===== src/rtl/float_signed_pkg.sv =====
// Shared field widths, the FloatSigned input word layout and the result class codes
// used by the FloatSigned-to-IEEE return path.
package float_signed_pkg;

  localparam int SIGNED_EXP_W  = 8;
  localparam int SIGNED_FRAC_W = 23;
  localparam int EXP_W         = 5;
  localparam int FRAC_W        = 10;
  localparam int IN_W          = 3 + SIGNED_EXP_W + SIGNED_FRAC_W;

  typedef enum logic [2:0] {
    NORMAL    = 3'd0,
    ZERO      = 3'd1,
    INF       = 3'd2,
    OVERFLOW  = 3'd3,
    UNDERFLOW = 3'd4
  } cls_e;

  typedef struct packed {
    logic                            is_inf;
    logic                            is_zero;
    logic                            sign;
    logic signed [SIGNED_EXP_W-1:0]  exp;
    logic        [SIGNED_FRAC_W-1:0] frac;
  } fs_t;

  function automatic int bias(input int exp_w);
    return (1 << (exp_w - 1)) - 1;
  endfunction

  function automatic logic [IN_W-1:0] pack_fs(input fs_t f);
    return f;
  endfunction

  function automatic fs_t unpack_fs(input logic [IN_W-1:0] d);
    return fs_t'(d);
  endfunction

endpackage


===== src/rtl/float_round_rne.sv =====
// Round-to-nearest-even of a significand given its guard and sticky bits.
module float_round_rne #(
  parameter int W = 11
) (
  input  logic [W-1:0] sig_i,
  input  logic         guard_i,
  input  logic         sticky_i,
  output logic [W-1:0] rounded_o,
  output logic         carry_o,
  output logic         inexact_o
);

  logic inc;

  assign inc                  = guard_i & (sticky_i | sig_i[0]);
  assign {carry_o, rounded_o} = {1'b0, sig_i} + {{W{1'b0}}, inc};
  assign inexact_o            = guard_i | sticky_i;

endmodule


===== src/rtl/float_signed_to_float_pipe.sv =====
// FloatSigned -> packed IEEE float, 3-stage classify/align/round pipe, 1 word/cycle.
// Each stage holds while the one after it is full and stalled; inReady follows outReady combinationally.
module float_signed_to_float_pipe
  import float_signed_pkg::*;
#(
  parameter int SIGNED_EXP  = 8,
  parameter int SIGNED_FRAC = 23,
  parameter int EXP         = 5,
  parameter int FRAC        = 10,
  parameter int DENORMALS   = 1,
  parameter int CNT_WIDTH   = 16
) (
  input  logic                              clock,
  input  logic                              reset,
  input  logic                              inValid,
  output logic                              inReady,
  input  logic [3+SIGNED_EXP+SIGNED_FRAC-1:0] inData,
  output logic                              outValid,
  input  logic                              outReady,
  output logic [EXP+FRAC:0]                 outData,
  input  logic                              clearCounters,
  output logic [CNT_WIDTH-1:0]              overflowCount,
  output logic [CNT_WIDTH-1:0]              underflowCount,
  output logic [CNT_WIDTH-1:0]              inexactCount
);

  localparam int EW = ((SIGNED_EXP > EXP) ? SIGNED_EXP : EXP) + 2;
  localparam int VW = SIGNED_FRAC + FRAC + 4;
  localparam logic signed [EW-1:0] BIAS = EW'(bias(EXP));
  localparam logic signed [EW-1:0] EMAX = EW'((1 << EXP) - 1);

  logic adv1, adv2, adv3;
  logic v1_q, v2_q, v3_q;

  assign adv3     = !v3_q || outReady;
  assign adv2     = !v2_q || adv3;
  assign adv1     = !v1_q || adv2;
  assign inReady  = adv1;
  assign outValid = v3_q;

  // Stage 1: classify on the biased exponent
  logic                   in_inf, in_zero, in_sign;
  logic [SIGNED_EXP-1:0]  in_exp;
  logic [SIGNED_FRAC-1:0] in_frac;
  logic signed [EW-1:0]   e_d;
  cls_e                   cls_d;

  assign {in_inf, in_zero, in_sign, in_exp, in_frac} = inData;
  assign e_d = $signed({{(EW-SIGNED_EXP){in_exp[SIGNED_EXP-1]}}, in_exp}) + BIAS;

  always_comb begin
    cls_d = NORMAL;
    if (in_inf)                          cls_d = INF;
    else if (in_zero)                    cls_d = ZERO;
    else if (e_d >= EMAX)                cls_d = OVERFLOW;
    else if (e_d[EW-1] || e_d == '0)     cls_d = UNDERFLOW;
  end

  cls_e                   cls1_q;
  logic                   sign1_q;
  logic signed [EW-1:0]   e1_q;
  logic [SIGNED_FRAC-1:0] frac1_q;

  always_ff @(posedge clock or posedge reset) begin
    if (reset) begin
      v1_q    <= 1'b0;
      cls1_q  <= NORMAL;
      sign1_q <= 1'b0;
      e1_q    <= '0;
      frac1_q <= '0;
    end else if (adv1) begin
      v1_q <= inValid;
      if (inValid) begin
        cls1_q  <= cls_d;
        sign1_q <= in_sign;
        e1_q    <= e_d;
        frac1_q <= in_frac;
      end
    end
  end

  // Stage 2: align; hidden bit sits at the top of a window wide enough that
  // any non-collapsing denormal shift keeps every bit for the sticky OR.
  logic [VW-1:0]  base, shifted;
  logic [EW-1:0]  sh2;
  logic           collapse;
  logic [FRAC:0]  m2_d;
  logic           g2_d, s2_d;
  logic [EXP-1:0] exp2_d;

  assign base     = {1'b1, frac1_q, {(FRAC+3){1'b0}}};
  assign sh2      = EW'(1) - e1_q;
  assign collapse = sh2 > EW'(FRAC + 2);
  assign shifted  = base >> sh2;

  always_comb begin
    m2_d   = base[VW-1 -: FRAC+1];
    g2_d   = base[VW-FRAC-2];
    s2_d   = |base[VW-FRAC-3:0];
    exp2_d = e1_q[EXP-1:0];
    if (cls1_q == UNDERFLOW) begin
      exp2_d = '0;
      if (DENORMALS == 0 || collapse) begin
        m2_d = '0;
        g2_d = 1'b0;
        s2_d = 1'b1;
      end else begin
        m2_d = shifted[VW-1 -: FRAC+1];
        g2_d = shifted[VW-FRAC-2];
        s2_d = |shifted[VW-FRAC-3:0];
      end
    end
  end

  cls_e           cls2_q;
  logic           sign2_q, g2_q, s2_q;
  logic [FRAC:0]  m2_q;
  logic [EXP-1:0] exp2_q;

  always_ff @(posedge clock or posedge reset) begin
    if (reset) begin
      v2_q    <= 1'b0;
      cls2_q  <= NORMAL;
      sign2_q <= 1'b0;
      m2_q    <= '0;
      g2_q    <= 1'b0;
      s2_q    <= 1'b0;
      exp2_q  <= '0;
    end else if (adv2) begin
      v2_q <= v1_q;
      if (v1_q) begin
        cls2_q  <= cls1_q;
        sign2_q <= sign1_q;
        m2_q    <= m2_d;
        g2_q    <= g2_d;
        s2_q    <= s2_d;
        exp2_q  <= exp2_d;
      end
    end
  end

  // Stage 3: round, pack, flag
  logic [FRAC:0]     rnd;
  logic              rnd_c, rnd_ix;
  logic [EXP-1:0]    exp_n;
  logic [EXP+FRAC:0] out_d;
  logic              ov_d, uf_d, ix_d;

  float_round_rne #(.W(FRAC + 1)) u_round (
    .sig_i     (m2_q),
    .guard_i   (g2_q),
    .sticky_i  (s2_q),
    .rounded_o (rnd),
    .carry_o   (rnd_c),
    .inexact_o (rnd_ix)
  );

  assign exp_n = exp2_q + EXP'(rnd_c);

  always_comb begin
    out_d = {sign2_q, exp_n, rnd[FRAC-1:0]};
    ov_d  = 1'b0;
    uf_d  = 1'b0;
    ix_d  = rnd_ix;
    case (cls2_q)
      ZERO: begin
        out_d = {sign2_q, {(EXP+FRAC){1'b0}}};
        ix_d  = 1'b0;
      end
      INF: begin
        out_d = {sign2_q, {EXP{1'b1}}, {FRAC{1'b0}}};
        ix_d  = 1'b0;
      end
      OVERFLOW: begin
        out_d = {sign2_q, {EXP{1'b1}}, {FRAC{1'b0}}};
        ov_d  = 1'b1;
        ix_d  = 1'b1;
      end
      UNDERFLOW: begin
        // rounding up out of the denormal range lands on the minimum normal
        out_d = {sign2_q, {(EXP-1){1'b0}}, rnd};
        uf_d  = !rnd[FRAC];
      end
      default: begin
        if (exp_n == '1) begin
          out_d = {sign2_q, {EXP{1'b1}}, {FRAC{1'b0}}};
          ov_d  = 1'b1;
          ix_d  = 1'b1;
        end
      end
    endcase
  end

  logic [EXP+FRAC:0] out_q;
  logic              ov3_q, uf3_q, ix3_q;

  always_ff @(posedge clock or posedge reset) begin
    if (reset) begin
      v3_q  <= 1'b0;
      out_q <= '0;
      ov3_q <= 1'b0;
      uf3_q <= 1'b0;
      ix3_q <= 1'b0;
    end else if (adv3) begin
      v3_q <= v2_q;
      if (v2_q) begin
        out_q <= out_d;
        ov3_q <= ov_d;
        uf3_q <= uf_d;
        ix3_q <= ix_d;
      end
    end
  end

  assign outData = out_q;

  logic [CNT_WIDTH-1:0] ov_cnt_q, uf_cnt_q, ix_cnt_q;
  logic                 deliver;

  assign deliver = v3_q && outReady;

  always_ff @(posedge clock or posedge reset) begin
    if (reset) begin
      ov_cnt_q <= '0;
      uf_cnt_q <= '0;
      ix_cnt_q <= '0;
    end else if (clearCounters) begin
      ov_cnt_q <= '0;
      uf_cnt_q <= '0;
      ix_cnt_q <= '0;
    end else if (deliver) begin
      if (ov3_q && ov_cnt_q != '1) ov_cnt_q <= ov_cnt_q + 1'b1;
      if (uf3_q && uf_cnt_q != '1) uf_cnt_q <= uf_cnt_q + 1'b1;
      if (ix3_q && ix_cnt_q != '1) ix_cnt_q <= ix_cnt_q + 1'b1;
    end
  end

  assign overflowCount  = ov_cnt_q;
  assign underflowCount = uf_cnt_q;
  assign inexactCount   = ix_cnt_q;

endmodule

===== config.mk =====
export PLATFORM = sky130hd
export DESIGN_NAME = float_signed_to_float_pipe
export DESIGN_NICKNAME = d
export VERILOG_FILES = /design/src/rtl/float_signed_pkg.sv /design/src/rtl/float_round_rne.sv /design/src/rtl/float_signed_to_float_pipe.sv
export SDC_FILE = /design/constraint.sdc
export NUM_CORES = 1
export LEC_CHECK = 0
export CORE_MARGIN = 2
export CORE_UTILIZATION = 50
export DETAILED_ROUTE_END_ITERATION = 10
export PLACE_DENSITY = 0.85
export SYNTH_ARGS = -nofsm -noshare
export SYNTH_HDL_FRONTEND = slang
export SYNTH_SLANG_ARGS = --single-unit

===== constraint.sdc =====
create_clock -name clock -period 5.6 [get_ports clock]
set_input_delay 1.68 -clock clock [delete_from_list [all_inputs] [get_ports clock]]
set_output_delay 1.68 -clock clock [all_outputs]
set_load 0.02 [all_outputs]

Word-level counts from Yosys, hierarchy flattened
Index checks and enable logic that the tools add are counted.
{ "totals": {"reg_bits": 128, "out_inout_bits": 66, "word_cells": 97} }
{ "classes": {"add_sub_neg": 7, "magnitude_cmp": 2, "n_eq_ne": 9, "shifts": 1, "mux": 27, "n_bitwise": 3, "reduce_logical": 28} }
{ "ops": {"columns": ["cell", "n"], "rows": [
  ["2-to-1 mux 16 bit", 9],
  ["adder 16 x 1 -> 16 bit, second input constant", 3],
  ["inequality test 16 bit, second input constant", 3],
  ["case mux 15 bit (3 select lines)", 1],
  ["right shift 37 x 10 -> 37 bit", 1],
  ["OR reduction 25 bit", 1],
  ["2-to-1 mux 11 bit", 2],
  ["2-to-1 mux 15 bit", 1],
  ["adder 11 x 1 -> 12 bit", 1],
  ["2-to-1 mux 3 bit", 4],
  ["AND reduction 2 bit", 6],
  ["OR reduction 12 bit", 1],
  ["greater-than comparator 10 x 4 -> 1 bit, second input constant", 1],
  ["logical NOT 10 bit", 1],
  ["subtractor 2 x 9 -> 10 bit, first input constant", 1],
  ["adder 8 x 5 -> 9 bit, second input constant", 1],
  [">= comparator 9 x 6 -> 1 bit, second input constant", 1],
  ["nonzero test 2 bit", 4],
  ["2-to-1 mux 1 bit", 7],
  ["equality test 3 x 2 -> 1 bit, second input constant", 2],
  ["equality test 3 bit, second input constant", 2],
  ["adder 5 x 1 -> 5 bit", 1],
  ["equality test 5 bit, second input constant", 1],
  ["2-to-1 mux 5 bit", 1],
  ["other kinds (10)", 21]
]} }

Longest topological paths before layout
Gate-level depths: netlist of run 1.
{ "logic_depth": {"ltp_word": 7, "ltp_mapped": 16, "depth_no_buf": 16} }

Cells and area by module
Synthesis of run 1 repeated with hierarchy kept, for this count alone.
{ "hier_totals": {"hier_cells": 775, "hier_area_um2": 7413.4} }
{ "by_module_without_submodules": {"columns": ["mod", "n_inst", "cells_per_inst", "area_each_um2"], "rows": [
  ["float_signed_to_float_pipe", 1, 749, 7206.9],
  ["float_round_rne", 1, 26, 206.4]
]} }

Worst setup path before layout of run 1
Ideal clock, no wire load.
{ "synth_path": {"path_kind": "input to output", "startpoint": "input outReady", "endpoint": "output inReady", "arrival_ns": 2.011, "required_time_ns": 3.920, "path_slack_ns": 1.909, "cell_stages": 1, "path_buffers": 0, "path_cell_list": "nand4b_1"} }
{ "synth_between": {"elab_chain_cells": 3} }
{ "synth_rtl": {"columns": ["element", "line", "text"], "rows": [
  ["from (decl)", "float_signed_to_float_pipe.sv:19", "input logic outReady,"],
  ["logical OR 1 bit", "float_signed_to_float_pipe.sv:35", "assign adv3 = !v3_q || outReady;"],
  ["logical OR 1 bit", "float_signed_to_float_pipe.sv:36", "assign adv2 = !v2_q || adv3;"],
  ["logical OR 1 bit", "float_signed_to_float_pipe.sv:37", "assign adv1 = !v1_q || adv2;"],
  ["to (decl)", "float_signed_to_float_pipe.sv:16", "output logic inReady,"]
]} }
Every way passes these cells.

Worst setup path in the final report of run 1
Same ends and word-level chain as after synthesis.

==> key figures, run 1 <==
Clock tree
  • Clock Root Buffer: clkbuf_16
  • Clock tree sinks: 128
  • Num CTS Buffers: 17
  • Clock latency on the worst-skew pair: 0.43 ns
  • Post-cts sizing count: 0
  • Htree depth: 4
  • Clock-pin slew on the worst setup and hold paths: 0.05 ns
  • Setup repair bufs after CTS: 0
  • Max Buffers Root-to-Sink: 2
  • Post-cts hold buffer count: 0
  • CTS tree: built

Worst setup path
  • Buffers & Inverters on Critical Path: 2
  • Startpoint types: primary input
  • CP max stage cell: clkdlybuf4s50_1
  • Worst setup EP type: primary output
  • CP peak stage delay: 0.62 ns
  • CP Class: in -> out
  • Crit path arrival time: 3.04 ns
  • CP required: 3.92 ns
  • Crit path cell chain: clkdlybuf4s50_1 -> nand4b_1 -> clkdlybuf4s50_1
  • Crit path max fanout: 6
  • Most frequent CP cell: clkdlybuf4s50_1
  • Crit path max-delay family: buffers and inverters

Pwr
  • LEAKAGE: 3.80 nW
  • Clk pwr share: 0.359
  • Cell internal pwr: 2.14 mW
  • Switching Power: 0.985 mW
  • Peak VDD IR: 0.267 mV
  • Pwr Total: 3.13 mW
  • Sw frac: 0.315
  • PD cells: 343 nW/um^2
  • Combinational share of power: 0.259
  • Flop pwr share: 0.381

Placed design
  • DP HPWL: 11.3 mm
  • PortBufs: 104
  • GP Congestion: 0.899
  • DP Area: 8530 um^2

STA
  • Rel. slew slack: 0.433
  • Tcrit/Tclk final: 0.844
  • Max-slew violations: 0
  • RSZ-0062 raised after global routing: false
  • Slew @ Worst Pin: 0.850 ns
  • Max Clock Skew: 0.00607 ns
  • Setup TNS: 0 ns
  • FMAX: 212 MHz
  • Tmin final: 4.72 ns
  • Hold Vio Cnt, Final: 0
  • Endpoints failing setup: 0

Global routing
  • Initial antenna violation count: 0
  • GR Overflow Total: 0
  • GR Util All Layers: 0.211
  • Largest net degree at the start of global routing: 69
  • First-pass GRT wire length: 27.2 mm
  • Number of global-route vias before repair: 5674

Route
  • Initial DRC count: 401
  • Drt first pass iters: 5
  • DRC: 0
  • Drt total wl: 16.0 mm
  • Final antenna-violating net count: 0
  • Vias/cell: 5.70
  • Drt wl/cell: 15.3 um
  • Vias: 5963

Synth
  • EDFF count, synth: 0
  • Yosys cell types: 68
  • Syn nets: 806
  • Synthesized area per cell: 9.73 um^2
  • Seq/Total Area, Yosys: 0.436
  • Async S/R FF share, synth: 1.00
  • Synthesized area: 7340 um^2
  • Synth warn: 0
  • Post-synthesis sequential element count: 128
  • Commonest register cell after synthesis: dfrtp_1
  • Post-Synthesis Cells: 755

Worst hold path
  • Min-Delay Path Class: reg -> reg

Final layout
  • Fill cells: 1148
  • # diodes: 0
  • Final Cell Area: 9130 um^2
  • Layout cells sized above 1: 0.108
  • Area Growth Syn to Fin: 24.3%
  • Final #Nets: 900

Floorplanning
  • Total core area: 14400 um^2
  • Die Area: 15700 um^2
  • Row cnt: 44
  • Initial core utilization: 0.509
  • DIE HEIGHT: 125 um
  • DIE WIDTH: 125 um
  • Ports: 105

Run status
  • Run status: complete, no violations

Run
  • Max Cap Viol: 0
==> worst reg2reg max path: stages (launching register included) <==
cell	delay, ns
dfrtp_1	0.89
inv_1	0.48
ha_1	0.80
mux4_2	0.57
a211o_1	0.27
a211oi_1	0.27
nand3b_1	0.11
a21oi_1	0.16
a31oi_1	0.09
or3_1	0.31
==> final cells by class <==
cell class / count / area [um^2] / share of cell area
Clock inverter: 14 / 165 / 0.0181
Inverter: 16 / 62.6 / 0.00685
Timing Repair Buffer: 111 / 1110 / 0.121
Tap cell: 184 / 230 / 0.0252
Clock buffer: 18 / 439 / 0.0481
Multi-Input combinational cell: 575 / 3920 / 0.430
Sequential cell: 128 / 3200 / 0.351
==> path summary, 6_finish.rpt <==
path / slack (ns) / cells past startpoint / from / end
max: 0.88 / 3 / outReady / inReady
min: 0.47 / 1 / outData[13] / outData[13]
max reg2reg: 1.52 / 9 / e1_q[1] / s2_q
min reg2reg: 0.47 / 1 / outData[13] / outData[13]
max in group asynchronous: 3.01 / 3 / reset / cls2_q[0]
min in group asynchronous: 1.78 / 2 / reset / overflowCount[4]
==> per-stage QoR <==
stage | cells | setup slack, ns | utilization | hold WS [ns]
2_1_floorplan | 755 | 0.507 | - | 0.443
3_3_place_gp | 1014 | 0.887 | 0.591 | 0.462
3_5_place_dp | 1014 | 0.878 | 0.591 | 0.465
4_1_cts | 1046 | 0.874 | 0.633 | 0.477
5_1_grt | 1046 | 0.825 | 0.633 | 0.502
6_report | 1046 | 0.875 | 0.633 | 0.472
==> cell usage in the layout, fill, tap and decap left out, types with 4 or more instances in the layout <==
master,n
or4_1,4
nand2b_1,10
dfrtp_1,128
a211oi_1,7
o31ai_1,5
a21o_1,4
mux2i_1,20
a2bb2oi_1,4
mux4_2,9
mux2_2,36
a32oi_1,4
xor2_1,36
nor3_1,13
o21ai_0,57
clkinv_2,5
or3_1,7
xnor2_1,31
a21oi_1,22
nand3_1,21
clkdlybuf4s50_1,104
a22oi_1,4
nor2_1,70
buf_4,6
clkbuf_16,17
nand2_1,96
and2_1,6
nor2b_1,8
inv_1,15
ha_1,12
nand4_1,13
a31oi_1,6
and3_1,9
and4_1,8
==> sequential cells by signal, indices dropped and copies added, names as in the netlist, 3 cells and up <==
| signal | cells |
|---|---|
| frac1_q | 23 |
| inexactCount | 16 |
| outData | 16 |
| overflowCount | 16 |
| underflowCount | 16 |
| m2_q | 11 |
| e1_q | 9 |
| exp2_q | 5 |
| cls1_q | 3 |
| cls2_q | 3 |
==> cell families (layout without fill, tap and decap cells) <==
kind of cell / count (synthesis) / count (layout) / synth area share
flops: 128 / 128 / 0.436
buf+inv: 52 / 159 / 0.0295
fa+ha+maj: 13 / 13 / 0.0218
compound gates: 148 / 148 / 0.133
simple gates: 282 / 282 / 0.189
mux: 65 / 65 / 0.110
xor+xnor: 67 / 67 / 0.0799
==> Yosys cell counts (all sizes together), types with 7 or more instances <==
| library cell | instances | area [um^2] |
|---|---|---|
| inv | 16 | 60.1 |
| dfrtp | 128 | 3200 |
| nor2 | 70 | 263 |
| and4 | 8 | 70.1 |
| mux2 | 36 | 405 |
| nor3 | 14 | 75.1 |
| o21ai | 59 | 299 |
| a211oi | 7 | 52.6 |
| xnor2 | 31 | 272 |
| a21oi | 22 | 110 |
| or3 | 7 | 43.8 |
| mux2i | 20 | 200 |
| mux4 | 9 | 203 |
| ha | 12 | 150 |
| nand4 | 13 | 81.3 |
| and3 | 9 | 56.3 |
| nand2 | 97 | 372 |
| nor2b | 8 | 50.1 |
| buf | 11 | 62.6 |
| nand3 | 21 | 105 |
| xor2 | 36 | 315 |
| nand2b | 10 | 62.6 |
| clkbuf | 25 | 93.8 |
==> power by group through the flow <==
| stage | Clock, mW | Combinational, mW | Sequential (mW) |
|---|---|---|---|
| floorplan | 0 | 0.549 | 1.21 |
| global placement | 0 | 0.794 | 1.20 |
| detailed placement | 0 | 0.809 | 1.21 |
| CTS | 1.14 | 0.816 | 1.19 |
| global route | 1.19 | 0.893 | 1.22 |
| finish | 1.12 | 0.811 | 1.19 |
==> routing by layer <==
metal | wire, um | vias up | track usage
met3 | 825 | 20 | 0.0394
met5 | 0 | - | 0
met1 | 7040 | 2856 | 0.275
met2 | 7930 | 172 | 0.355
li1 | - | 2915 | -
met4 | 242 | 0 | 0.0771
Power figures use the tool's default switching activity.
==> inputs of run 2 (changes only) <==
PLACE_DENSITY = 0.88   (was 0.85)
clock period = 3.9 ns   (was 5.6 ns; I/O delays follow)
==> run 2 against run 1 <==
- worst hold slack worse by 0.00054 ns
- sequential power increased by 45%
- wire length up 7.1%
- sequential share of layout area down 0.31 points
- global-route usage grew 1.7 points
- count of clock-buffer cells in the layout is 4 higher
- first-iteration DRC count down 1.0%
- power is 47% higher
- cell area grew 0.88%
==> key figures, run 2 (synthesis results as in run 1) <==
STA
  • Slew @ Worst Pin: 1.01 ns (+0.161 ns)
  • Setup TNS: 0 ns (unchanged)
  • RSZ-0062 raised after global routing: false
  • Endpoints failing setup: 0 (unchanged)
  • Max Clock Skew: 0.00678 ns (+0.000712 ns)
  • FMAX: 277 MHz
  • Tmin final: 3.61 ns
  • WHS: 0.471 ns (-0.000542 ns)
  • Tcrit/Tclk final: 0.925
  • Final worst slack: 0.294 ns (-0.581 ns)
  • Max-slew violations: 0 (unchanged)
  • Rel. slew slack: 0.326 (-0.107)
  • Hold Vio Cnt, Final: 0 (unchanged)

Worst setup path
  • Crit path arrival time: 2.44 ns (-0.60 ns)
  • CP required: 2.73 ns (-1.19 ns)
  • Crit path max-delay family: buffers and inverters
  • Crit path max fanout: 3 (-3)
  • Most frequent CP cell: clkdlybuf4s50_1
  • Buffers & Inverters on Critical Path: 2 (unchanged)
  • Crit path cell chain: clkdlybuf4s50_1 -> nand4b_1 -> clkdlybuf4s50_1
  • CP max stage cell: clkdlybuf4s50_1
  • CP Class: in -> out
  • Worst setup EP type: primary output
  • Startpoint types: primary input
  • CP peak stage delay: 0.63 ns (about the same)

Clock tree
  • Htree depth: 4 (unchanged)
  • Clock latency on the worst-skew pair: 0.42 ns (about the same)
  • Clock tree sinks: 128 (unchanged)
  • Clock Root Buffer: clkbuf_16
  • Setup repair bufs after CTS: 0 (unchanged)
  • Post-cts hold buffer count: 0 (unchanged)
  • Num CTS Buffers: 17 (unchanged)
  • Max Buffers Root-to-Sink: 2 (unchanged)
  • Post-cts sizing count: 0 (unchanged)
  • CTS tree: built
  • Clock-pin slew on the worst setup and hold paths: 0.06 ns (about the same)

Route
  • Vias: 6196 (+3.9%)
  • Vias/cell: 5.88 (+3.1%)
  • Drt total wl: 17.2 mm (+7.1%)
  • Initial DRC count: 397 (-1.0%)
  • Drt first pass iters: 5 (unchanged)
  • Final antenna-violating net count: 0 (unchanged)
  • Drt wl/cell: 16.3 um (+6.3%)
  • DRC: 0 (unchanged)

Global routing
  • Met2 usage: 0.398 (+0.0438)
  • GRT met1 Usage: 0.287 (+0.0123)
  • GR Overflow Total: 0 (unchanged)
  • First-pass GRT wire length: 29.4 mm (+7.7%)
  • Initial antenna violation count: 0 (unchanged)
  • Grt met3 use: 0.0556 (+0.0163)
  • Number of global-route vias before repair: 6072 (+7.0%)
  • Largest net degree at the start of global routing: 73 (+5.8%)
  • GR Util All Layers: 0.228 (+0.0169)
  • Global route hottest layer: met2

Floorplanning
  • Die Area: 15700 um^2 (unchanged)
  • Ports: 105 (unchanged)
  • DIE WIDTH: 125 um (unchanged)
  • Row cnt: 44 (unchanged)
  • DIE HEIGHT: 125 um (unchanged)
  • Initial core utilization: 0.509 (unchanged)
  • Total core area: 14400 um^2 (unchanged)

Final layout
  • Fill cells: 1159 (+0.96%)
  • Area Growth Syn to Fin: 25.4%
  • Final #Nets: 908 (+0.89%)
  • Most frequent cells in the layout: dfrtp_1, clkdlybuf4s50_1, nand2_1
  • # diodes: 0 (unchanged)
  • Layout cells sized above 1: 0.113 (+0.00476)
  • Max reg flops: 23 (unchanged)
  • Top reg by flops: frac1_q
  • Commonest non-fill, non-tap cell in the layout: dfrtp_1

Placed design
  • GP Congestion: 0.890 (-1.1%)
  • Pre-CTS setup slack: 0.303 ns (-0.575 ns)
  • DP HPWL: 12.2 mm (+8.6%)
  • PortBufs: 104 (unchanged)

Pwr
  • LEAKAGE: 3.83 nW (+1.0%)
  • PD cells: 498 nW/um^2 (+45%)
  • Peak VDD IR: 0.357 mV (+33%)

Run
  • Max Cap Viol: 0 (unchanged)

Run status
  • Run status: complete, no violations

Worst hold path
  • Min-Delay Path Class: reg -> reg
run 2: changes by cell type in the layout (fill, tap and decap cells not counted):
cell	before	now
inv_4	1	0
clkbuf_8	1	2
clkinv_2	5	3
bufinv_16	3	4
buf_4	6	14
clkinv_4	3	1
clkinvlp_4	2	3
inv_6	1	0
clkbuf_1	0	3
run 2: path summary, 6_finish.rpt:
kind / start / end / slack, ns / depth (start not counted)
max in group asynchronous: reset / inexactCount[6] / 1.93 / 3
worst min register to register: outData[13] / outData[13] / 0.47 / 1
min in group asynchronous: reset / overflowCount[0] / 1.18 / 2
worst max-delay path: outReady / inReady / 0.29 / 3
worst min-delay path: outData[13] / outData[13] / 0.47 / 1
worst max register to register: g2_q / outData[6] / 0.48 / 16
run 2: metal layers:
layer,vias up,share of wire
met5,-,0
met4,0,0.012
met3,35,0.071
met2,265,0.52
met1,2992,0.40
li1,2904,-
run 2: final cells by class:
| cell class | instances | area, um^2 | area share |
|---|---|---|---|
| Timing Repair Buffer | 119 | 1170 | 0.127 |
| Multi-Input combinational cell | 575 | 3920 | 0.426 |
| Clock inverter | 10 | 159 | 0.0173 |
| Clock buffer | 22 | 464 | 0.0504 |
| Inverter | 16 | 63.8 | 0.00693 |
| Sequential cell | 128 | 3200 | 0.348 |
| Tap cell | 184 | 230 | 0.0250 |
run 2: power by group:
group          total [mW]  internal, mW  switching [mW]  leakage [nW]
logic                1.20         0.569           0.632          1.89
registers            1.72          1.51           0.214          1.65
clock network        1.66          1.10           0.562         0.300
run 2: metrics by stage:
step / cells / util / total power [mW] / cell area, um^2
finish: 1054 / 0.639 / 4.59 / 9210
floorplan: 755 / - / 2.52 / 7350
global route: 1054 / 0.639 / 4.83 / 9210
global placement: 1022 / 0.595 / 2.88 / 8590
CTS: 1054 / 0.639 / 4.60 / 9210
detailed placement: 1022 / 0.595 / 2.93 / 8590
run 2: worst register-to-register path: stages, from the launching register on:
cell and delay (ns):
dfrtp_1 0.37, o21a_1 0.13, ha_1 0.17, nand3_1 0.12, nor2_1 0.19, and3_1 0.21
and3_1 0.20, and3_1 0.20, ha_1 0.19, ha_1 0.19, nand3_1 0.10, xor2_1 0.17
nor2_1 0.11, nand4_1 0.19, maj3_1 0.39, nand3_1 0.23, o21ai_0 0.15
==> inputs of run 3 (changes only) <==
CELL_PAD_IN_SITES_DETAIL_PLACEMENT = 0   (was default)
CELL_PAD_IN_SITES_GLOBAL_PLACEMENT = 2   (was default)
CORE_UTILIZATION = 31   (was 50)
PLACE_DENSITY = 0.87   (was 0.88)
==> run 3 against run 2 <==
- non-clock buffer count increased by 1
- critical path type unchanged
- via count decreased by 5.3%
- cell count increased by 13%
- largest cell class unchanged
- sequential share of layout area decreased by 0.36 points
- utilization decreased by 24 points
==> key figures, run 3 (synthesis results as in run 1) <==
Route
  • Drt wl/cell: 15.0 um (-8.2%)
  • Vias/cell: 4.94 (-16%)
  • Met3 WL post-DR: 872 um (-29%)
  • Vias: 5868 (-5.3%)
  • DRC: 0 (unchanged)
  • Initial DRC count: 316 (-20%)
  • Top sig layer: met4
  • Drt first pass iters: 4 (-1)
  • Metal2 WL: 8.39 mm (-5.4%)
  • Routed length on met1: 8.34 mm (+21%)
  • Final antenna-violating net count: 0 (unchanged)
  • Drt total wl: 17.8 mm (+3.3%)

STA
  • Setup TNS: 0 ns (unchanged)
  • Hold Vio Cnt, Final: 0 (unchanged)
  • Tmin final: 3.59 ns (-0.0115 ns)
  • Tcrit/Tclk final: 0.922 (-0.00296)
  • Rel. slew slack: 0.440 (+0.113)
  • Endpoints failing setup: 0 (unchanged)
  • Max-slew violations: 0 (unchanged)
  • WHS: 0.473 ns (+0.00157 ns)
  • Slew @ Worst Pin: 0.840 ns (-0.170 ns)
  • Final worst slack: 0.305 ns (+0.0115 ns)
  • Max Clock Skew: 0.0103 ns (+0.00356 ns)
  • FMAX: 278 MHz (+0.32%)
  • RSZ-0062 raised after global routing: false

Floorplanning
  • Die Area: 24900 um^2 (+59%)
  • DIE HEIGHT: 158 um (+26%)
  • DIE WIDTH: 158 um (+26%)
  • Initial core utilization: 0.315 (-0.194)
  • Row cnt: 56 (+27%)
  • Total core area: 23300 um^2 (+62%)
  • Ports: 105 (unchanged)

Worst setup path
  • Crit path arrival time: 2.42 ns (-0.02 ns)
  • CP Class: in -> out
  • Worst R2R Path Depth: 16 (unchanged)
  • Worst setup EP type: primary output
  • Startpoint types: primary input
  • Crit path max fanout: 2 (-1)
  • CP required: 2.73 ns (about the same)

Final layout
  • Area Growth Syn to Fin: 26.7%
  • Layout cells sized above 1: 0.112 (-0.000893)
  • Register area: 3200 um^2 (unchanged)
  • Commonest non-fill, non-tap cell in the layout: dfrtp_1
  • # diodes: 0 (unchanged)
  • Max reg flops: 23 (unchanged)
  • Final #Nets: 909 (+0.11%)
  • Top reg by flops: frac1_q
  • Final Cell Area: 9310 um^2 (+1.0%)
  • Most frequent cells in the layout: dfrtp_1, clkdlybuf4s50_1, nand2_1
  • Multi-input gate area: 3930 um^2 (about the same)
  • Fill cells: 2359 (+100%)

Global routing
  • GR Util All Layers: 0.148 (-0.0803)
  • Initial antenna violation count: 0 (unchanged)
  • Largest net degree at the start of global routing: 65 (-11%)
  • GR Overflow Total: 0 (unchanged)
  • Number of global-route vias before repair: 5761 (-5.1%)
  • First-pass GRT wire length: 29.6 mm (+0.68%)

Clock tree
  • Num CTS Buffers: 17 (unchanged)
  • Clock latency on the worst-skew pair: 0.41 ns (about the same)
  • Clock Root Buffer: clkbuf_16
  • Clock-pin slew on the worst setup and hold paths: 0.05 ns (about the same)
  • Clock tree sinks: 128 (unchanged)
  • Htree depth: 4 (unchanged)
  • Setup repair bufs after CTS: 0 (unchanged)
  • CTS tree: built
  • Post-cts hold buffer count: 0 (unchanged)
  • Max Buffers Root-to-Sink: 2 (unchanged)
  • Post-cts sizing count: 0 (unchanged)

Pwr
  • Pwr Total: 4.34 mW (-5.3%)
  • LEAKAGE: 3.81 nW (-0.67%)
  • Peak VDD IR: 0.311 mV (-13%)
  • PD cells: 467 nW/um^2 (-6.3%)

Placed design
  • DP HPWL: 13.1 mm (+6.6%)
  • GP Congestion: 0.823 (-7.4%)
  • PortBufs: 104 (unchanged)
  • Pre-CTS setup slack: 0.315 ns (+0.0121 ns)
  • DP Area: 8780 um^2 (+2.2%)

Run
  • Max Cap Viol: 0 (unchanged)

Worst hold path
  • Min-Delay Path Class: reg -> reg
  • Min-Delay Path Depth: 1 (unchanged)

Run status
  • Run status: complete, no violations
[run 3: report_power, final]
part	switching, mW	internal, mW	leakage [nW]	total, mW
Clock	0.534	0.893	0.265	1.43
Sequential	0.206	1.51	1.65	1.72
Combinational	0.631	0.571	1.90	1.20
Total	1.37	2.97	3.81	4.34
[run 3: critical path, stage by stage]
cell and delay (ns):
clkdlybuf4s50_1 0.49, nand4b_1 0.15, clkdlybuf4s50_1 0.62
[run 3: metrics by stage]
stage                     utilization  std cells
final                           0.399       1187
after global routing            0.399       1187
after CTS                       0.399       1187
after detailed placement        0.376       1158
after global placement          0.376       1158
after floorplan                     -        755
[run 3: path summary, 6_finish.rpt]
path	from	slack [ns]	to
worst max-delay path	outReady	0.31	inReady
worst min-delay path	outData[11]	0.47	outData[11]
worst max register to register	m2_q[0]	0.55	outData[3]
worst min register to register	outData[11]	0.47	outData[11]
max in group asynchronous	reset	2.28	outData[12]
min in group asynchronous	reset	1.05	outData[4]
[run 3: cell type report]
type	count	area share
multi-input combinational	575	0.422
timing repair buffer	120	0.127
tap	319	0.0429
inverter	16	0.00686
clock inverter	7	0.00686
clock buffer	22	0.0499
sequential	128	0.344
[run 3: metal layers]
layer,global-route usage,vias up
met2,0.245,132
met5,0,-
li1,-,2917
met3,0.0276,13
met4,0.0351,0
met1,0.200,2806
